===== config.mk =====
export PLATFORM = sky130hd
export DESIGN_NAME = baccarat_round_ctrl
export DESIGN_NICKNAME = d
export VERILOG_FILES = /design/src/rtl/baccarat_pkg.sv /design/src/rtl/baccarat_draw_rules.sv /design/src/rtl/baccarat_round_ctrl.sv
export SDC_FILE = /design/constraint.sdc
export NUM_CORES = 1
export LEC_CHECK = 0
export CORE_UTILIZATION = 58
export DETAILED_ROUTE_END_ITERATION = 12
export PLACE_DENSITY = 0.86
export SETUP_SLACK_MARGIN = 0.5
export SYNTH_ARGS = -nofsm -noshare
export SYNTH_HDL_FRONTEND = slang
export SYNTH_HIERARCHICAL = 1
export SYNTH_SLANG_ARGS = --single-unit

===== constraint.sdc =====
create_clock -name slow_clock -period 5.55 [get_ports slow_clock]
set_input_delay 1.11 -clock slow_clock [delete_from_list [all_inputs] [get_ports slow_clock]]
set_output_delay 1.11 -clock slow_clock [all_outputs]
set_load 0.03 [all_outputs]

===== src/rtl/baccarat_pkg.sv =====
// Shared types and helpers for the Baccarat round controller: FSM state
// encoding, card width and card-value / modulo-10 scoring helpers.
package baccarat_pkg;

  localparam int unsigned CARD_W      = 4;
  localparam int unsigned NATURAL_MIN = 8;

  typedef enum logic [3:0] {
    ST_IDLE,
    ST_P1,
    ST_D1,
    ST_P2,
    ST_D2,
    ST_EVAL,
    ST_P3,
    ST_D3,
    ST_RESULT
  } state_t;

  // Pip value of a rank: Ace..9 count face value, tens/faces and illegal ranks count zero.
  function automatic logic [CARD_W-1:0] card_value(input logic [CARD_W-1:0] rank);
    return ((rank >= CARD_W'(1)) && (rank <= CARD_W'(9))) ? rank : '0;
  endfunction

  function automatic logic [CARD_W-1:0] add_mod10(input logic [CARD_W-1:0] a,
                                                  input logic [CARD_W-1:0] b);
    logic [CARD_W:0] s;
    s = {1'b0, a} + {1'b0, b};
    if (s >= (CARD_W+1)'(10)) s = s - (CARD_W+1)'(10);
    return s[CARD_W-1:0];
  endfunction

endpackage


===== src/rtl/baccarat_draw_rules.sv =====
// Dealer third-card decision: the punto-banco tableau when the player drew,
// otherwise the plain "draw on 0-5" rule.
module baccarat_draw_rules
  import baccarat_pkg::*;
(
  input  logic [CARD_W-1:0] dscore,
  input  logic [CARD_W-1:0] v,
  input  logic              player_drew,
  output logic              dealer_draw
);

  always_comb begin
    dealer_draw = 1'b0;
    if (!player_drew) begin
      dealer_draw = (dscore <= CARD_W'(5));
    end else begin
      case (dscore)
        CARD_W'(0), CARD_W'(1), CARD_W'(2): dealer_draw = 1'b1;
        CARD_W'(3): dealer_draw = (v != CARD_W'(8));
        CARD_W'(4): dealer_draw = (v >= CARD_W'(2)) && (v <= CARD_W'(7));
        CARD_W'(5): dealer_draw = (v >= CARD_W'(4)) && (v <= CARD_W'(7));
        CARD_W'(6): dealer_draw = (v >= CARD_W'(6)) && (v <= CARD_W'(7));
        default:    dealer_draw = 1'b0;
      endcase
    end
  end

endmodule


===== src/rtl/baccarat_round_ctrl.sv =====
// Punto-banco round controller: deals cards over a valid/ready handshake,
// keeps running scores, applies the third-card rules and keeps win statistics.
module baccarat_round_ctrl
  import baccarat_pkg::*;
#(
  parameter int unsigned CNT_W        = 8,
  parameter bit          AUTO_RESTART = 1'b0
) (
  input  logic              slow_clock,
  input  logic              resetb,
  input  logic              start,
  input  logic              clear_stats,
  input  logic              card_valid,
  input  logic [CARD_W-1:0] card_rank,
  output logic              card_ready,
  output logic              load_pcard1,
  output logic              load_pcard2,
  output logic              load_pcard3,
  output logic              load_dcard1,
  output logic              load_dcard2,
  output logic              load_dcard3,
  output logic [CARD_W-1:0] pscore,
  output logic [CARD_W-1:0] dscore,
  output logic              player_win_light,
  output logic              dealer_win_light,
  output logic              busy,
  output logic              done,
  output logic [CNT_W-1:0]  player_wins,
  output logic [CNT_W-1:0]  dealer_wins,
  output logic [CNT_W-1:0]  ties
);

  state_t            r_state;
  state_t            w_next;
  logic [CARD_W-1:0] r_pscore, r_dscore, r_v;
  logic              r_plight, r_dlight;
  logic [CNT_W-1:0]  r_pwins, r_dwins, r_ties;

  logic              w_xfer;
  logic [CARD_W-1:0] w_value, w_p_next, w_d_next, w_v_sel;
  logic              w_player_drew, w_dealer_draw, w_natural;
  logic              w_enter_p1, w_enter_result, w_p_gt, w_d_gt;

  assign card_ready = r_state inside {ST_P1, ST_D1, ST_P2, ST_D2, ST_P3, ST_D3};
  assign busy       = !(r_state inside {ST_IDLE, ST_RESULT});
  assign done       = (r_state == ST_RESULT);
  assign w_xfer     = card_valid && card_ready;
  assign w_value    = card_value(card_rank);

  assign load_pcard1 = w_xfer && (r_state == ST_P1);
  assign load_dcard1 = w_xfer && (r_state == ST_D1);
  assign load_pcard2 = w_xfer && (r_state == ST_P2);
  assign load_dcard2 = w_xfer && (r_state == ST_D2);
  assign load_pcard3 = w_xfer && (r_state == ST_P3);
  assign load_dcard3 = w_xfer && (r_state == ST_D3);

  // At the P3 transfer the card is not yet in r_v, so the rule sees the live value.
  assign w_player_drew = (r_state == ST_P3);
  assign w_v_sel       = w_player_drew ? w_value : r_v;
  assign w_natural     = (r_pscore >= CARD_W'(NATURAL_MIN)) ||
                         (r_dscore >= CARD_W'(NATURAL_MIN));

  baccarat_draw_rules u_draw_rules (
    .dscore      (r_dscore),
    .v           (w_v_sel),
    .player_drew (w_player_drew),
    .dealer_draw (w_dealer_draw)
  );

  always_comb begin
    w_p_next = r_pscore;
    w_d_next = r_dscore;
    if (w_xfer) begin
      if (r_state inside {ST_P1, ST_P2, ST_P3}) w_p_next = add_mod10(r_pscore, w_value);
      else                                      w_d_next = add_mod10(r_dscore, w_value);
    end
  end

  always_comb begin
    w_next = r_state;
    case (r_state)
      ST_IDLE:   if (start) w_next = ST_P1;
      ST_P1:     if (w_xfer) w_next = ST_D1;
      ST_D1:     if (w_xfer) w_next = ST_P2;
      ST_P2:     if (w_xfer) w_next = ST_D2;
      ST_D2:     if (w_xfer) w_next = ST_EVAL;
      ST_EVAL: begin
        if (w_natural)                    w_next = ST_RESULT;
        else if (r_pscore <= CARD_W'(5))  w_next = ST_P3;
        else if (w_dealer_draw)           w_next = ST_D3;
        else                              w_next = ST_RESULT;
      end
      ST_P3:     if (w_xfer) w_next = w_dealer_draw ? ST_D3 : ST_RESULT;
      ST_D3:     if (w_xfer) w_next = ST_RESULT;
      ST_RESULT: if (start || AUTO_RESTART) w_next = ST_P1;
      default:   w_next = ST_IDLE;
    endcase
  end

  assign w_enter_p1     = (w_next == ST_P1)     && (r_state != ST_P1);
  assign w_enter_result = (w_next == ST_RESULT) && (r_state != ST_RESULT);
  assign w_p_gt         = (w_p_next > w_d_next);
  assign w_d_gt         = (w_d_next > w_p_next);

  always_ff @(posedge slow_clock or negedge resetb) begin
    if (!resetb) begin
      r_state  <= ST_IDLE;
      r_pscore <= '0;
      r_dscore <= '0;
      r_v      <= '0;
      r_plight <= 1'b0;
      r_dlight <= 1'b0;
      r_pwins  <= '0;
      r_dwins  <= '0;
      r_ties   <= '0;
    end else begin
      r_state <= w_next;

      if (w_enter_p1) begin
        r_pscore <= '0;
        r_dscore <= '0;
        r_plight <= 1'b0;
        r_dlight <= 1'b0;
      end else begin
        r_pscore <= w_p_next;
        r_dscore <= w_d_next;
        if (w_enter_result) begin
          r_plight <= !w_d_gt;
          r_dlight <= !w_p_gt;
        end
      end

      if (w_xfer && (r_state == ST_P3)) r_v <= w_value;

      if (clear_stats) begin
        r_pwins <= '0;
        r_dwins <= '0;
        r_ties  <= '0;
      end else if (w_enter_result) begin
        if (w_p_gt) begin
          if (r_pwins != '1) r_pwins <= r_pwins + CNT_W'(1);
        end else if (w_d_gt) begin
          if (r_dwins != '1) r_dwins <= r_dwins + CNT_W'(1);
        end else begin
          if (r_ties != '1) r_ties <= r_ties + CNT_W'(1);
        end
      end
    end
  end

  assign pscore           = r_pscore;
  assign dscore           = r_dscore;
  assign player_win_light = r_plight;
  assign dealer_win_light = r_dlight;
  assign player_wins      = r_pwins;
  assign dealer_wins      = r_dwins;
  assign ties             = r_ties;

endmodule


==> results of run 1 <==
## layer usage
| layer | track usage | vias up |
|---|---|---|
| met5 | 0 | - |
| met4 | 0.119 | 0 |
| met3 | 0.0495 | 28 |
| met2 | 0.518 | 133 |
| met1 | 0.380 | 1454 |
| li1 | - | 1426 |
## through the flow
stage | setup WS (ns) | utilization | power [W]
2_1_floorplan | 0.847 | - | 0.00112
3_3_place_gp | 0.174 | 0.720 | 0.00139
3_5_place_dp | -0.0585 | 0.720 | 0.00143
4_1_cts | 0.505 | 0.755 | 0.00169
5_1_grt | 0.494 | 0.769 | 0.00191
6_report | 0.620 | 0.769 | 0.00180
## cell usage in the layout, fill, tap and decap left out, drive strengths merged, types with 10 or more instances in the layout
cell type,n
ha,17
buf,21
o21ai,22
a21oi,36
mux2,11
or4,11
clkdlybuf4s50,47
nor2,14
a21o,10
nand2,23
inv,13
o31ai,11
dfrtp,42
nand3,15
## cell type report
type,count,area share
Sequential cell,42,0.268
Multi-Input combinational cell,275,0.506
Clock inverter,3,0.00541
Clock buffer,5,0.0175
Tap cell,70,0.0223
Timing Repair Buffer,71,0.169
Inverter,13,0.0124
## cells by family after synthesis
group	count (synthesis)	share of synthesized area
xor gates and xnor gates	7	0.0199
and+or+nand+nor	126	0.235
muxes	17	0.0598
buffers and inverters	28	0.0415
adders and majority gates	19	0.0821
AOI/OAI and AO/OA	105	0.221
DFF	42	0.341
## registers in the layout (all words and copies together), names as in the netlist
register and flops:
dealer_wins 8, dscore 4, pscore 4, player_win_light 1, dealer_win_light 1, r_state 4, ties 8, r_v 4
player_wins 8
## final timing paths
path | startpoint | to | slack, ns | cells after the start
worst min register to register | r_v[3] | r_v[3] | 0.52 | 1
worst max-delay path | card_rank[0] | dealer_wins[7] | 0.62 | 18
max in group asynchronous | resetb | pscore[0] | 4.02 | 1
worst min-delay path | r_v[3] | r_v[3] | 0.52 | 1
worst max register to register | r_state[2] | dealer_wins[7] | 1.45 | 12
min in group asynchronous | resetb | r_v[3] | 0.95 | 1
## critical path: stages
cell,delay (ns)
clkdlybuf4s50_1,0.47
and2_4,0.18
ha_2,0.21
fa_2,0.47
inv_1,0.13
ha_4,0.16
o21ai_0,0.10
a31oi_1,0.31
xnor2_1,0.16
mux2i_1,0.10
ha_1,0.32
nor2b_1,0.13
o211ai_1,0.12
buf_4,0.19
o2bb2ai_4,0.17
buf_6,0.17
or4_1,0.49
a21oi_2,0.15
## report_power, final
part           switching, W  total (W)  internal (W)
logic              0.000645    0.00113      0.000483
clock network      0.000119   0.000208     0.0000886
registers          0.000102   0.000460      0.000358
total              0.000866    0.00180      0.000930
## timing repair
action                                  in CTS  in global routing
endpoints found under the setup margin      18                 22
pin swaps                                    2                  7
gates resized for setup                     11                 11
cloned                                       2                  0
buffers inserted                             4                  4
==> impl_metrics.csv, run 1 <==
group,metric,value,unit
sta,whs,0.521,ns
setup_path,cp_max_fo,7,
layout,antennaDiodeCount,0,
route,top_layer,"met4",
logic_synthesis,synth_cells,344,
logic_synthesis,yosys_warnings,6,
route,first_iter_violations,264,
route,dr_wl_met3,422,um
logic_synthesis,netlist_area,3080,um^2
clock_tree,cts_buffer_depth,2,
die,coreArea,5110,um^2
outcome,status,"completed",
job,maxCapViolations,0,
sta,slew_viol_final,0,
global_route,grt_pass1_wl,12700,um
global_route,grt_util_all_layers,0.301,
power_and_ir_drop,vdd_drop_max,238,uV
logic_synthesis,seq_area_frac_synth,0.341,
sta,skew,0.00977,ns
route,wl,8320,um
sta,rsz0062_at_grt,"false",
logic_synthesis,syn_nets,372,
setup_path,worstSetupStartpointType,"input pin",
layout,syn_to_final_growth,27.6,%
layout,fin_area,3930,um^2
placement,dp_hpwl,5520,um
layout,multi_input_area,1990,um^2
layout,fill_cells,357,
setup_path,required,5.77,ns
route,num_vias,3041,
setup_path,worst_setup_path_end_kind,"flop",
clock_tree,numClockSinks,42,
logic_synthesis,synth.most_common_cell,"dfrtp_1",
die,rows,26,
placement,io_buffers,51,
die,die_y,74.8,um
route,drt-met1-wl,3370,um
route,ant_nets,0,
clock_tree,cts_tree,"yes",
sta,final.min_clock_period,4.93,ns
hold_path,hold_path_class,"reg -> reg",
power_and_ir_drop,leakage,1.64,nW
route,wl_met2,4300,um
layout,layout-drive-gt1-share,0.149,
global_route,antenna_found_initial,0,
logic_synthesis,async_flop_share,1.00,
logic_synthesis,synth.distinct_cells,57,
clock_tree,cts_buffers,5,
sta,relSlewSlack,0.347,
layout,nets,436,
global_route,grt_pass1_vias,2696,
sta,timing.final.crit_share,0.888,
route,drt-wirelength-per-cell,17.4,um
global_route,grt_max_degree,43,
logic_synthesis,synth_top_area_share,0.341,
logic_synthesis,synth_commonest_cells,"42 x dfrtp_1, 35 x a21oi_1, 23 x nand2_1, 21 x o21ai_0, 17 x ha_1",
clock_tree,clk_pin_slew,0.09,ns
sta,hold_viol_final,0,
placement,postPlaceCellArea,3670,um^2
die,initial_core_util,0.603,
layout,fin_cells,479,
clock_tree,cts_max_level,2,
layout,regArea,1050,um^2
global_route,grt_overflow,0,
route,dr.pass1.iters,5,
setup_path,worst-setup-path-type,"in -> reg",
placement,gp_congestion,0.837,
sta,setup_tns,0,ns
logic_synthesis,netlist_top_cells_area,"dfrtp_1 34%, ha_1 6.9%, a21oi_1 5.7%",
power_and_ir_drop,p_per_area,457,nW/um^2
logic_synthesis,synth_top_cell_by_area,"dfrtp_1",
route,viasPerCell,6.35,
sta,setup_viol,0,
die,fp.dieW,74.8,um
logic_synthesis,ys_ff_latch,42,
sta,fmax,203,MHz
die,die-area,5600,um^2
setup_path,cp.arrival,5.15,ns
clock_tree,hold_buffers,0,
clock_tree,clock_latency,0.30,ns
clock_tree,clockRootBuffer,"clkbuf_8",
logic_synthesis,synth_edf_count,0,
placement,post-place-cells,461,
route,drc,0,
logic_synthesis,synth_area_per_cell,8.95,um^2
logic_synthesis,synthFlopType,"dfrtp_1",
sta,worst_slew_pin_slew,0.976,ns
die,io_pins,52,
Power figures use the tool's default switching activity.
==> run 2, diff against run 1 <==
Settings changed: CTS_CLUSTER_SIZE set to 25.
==> results of run 2 <==
The final DEF is identical to that of run 1; final timing and power are the same.
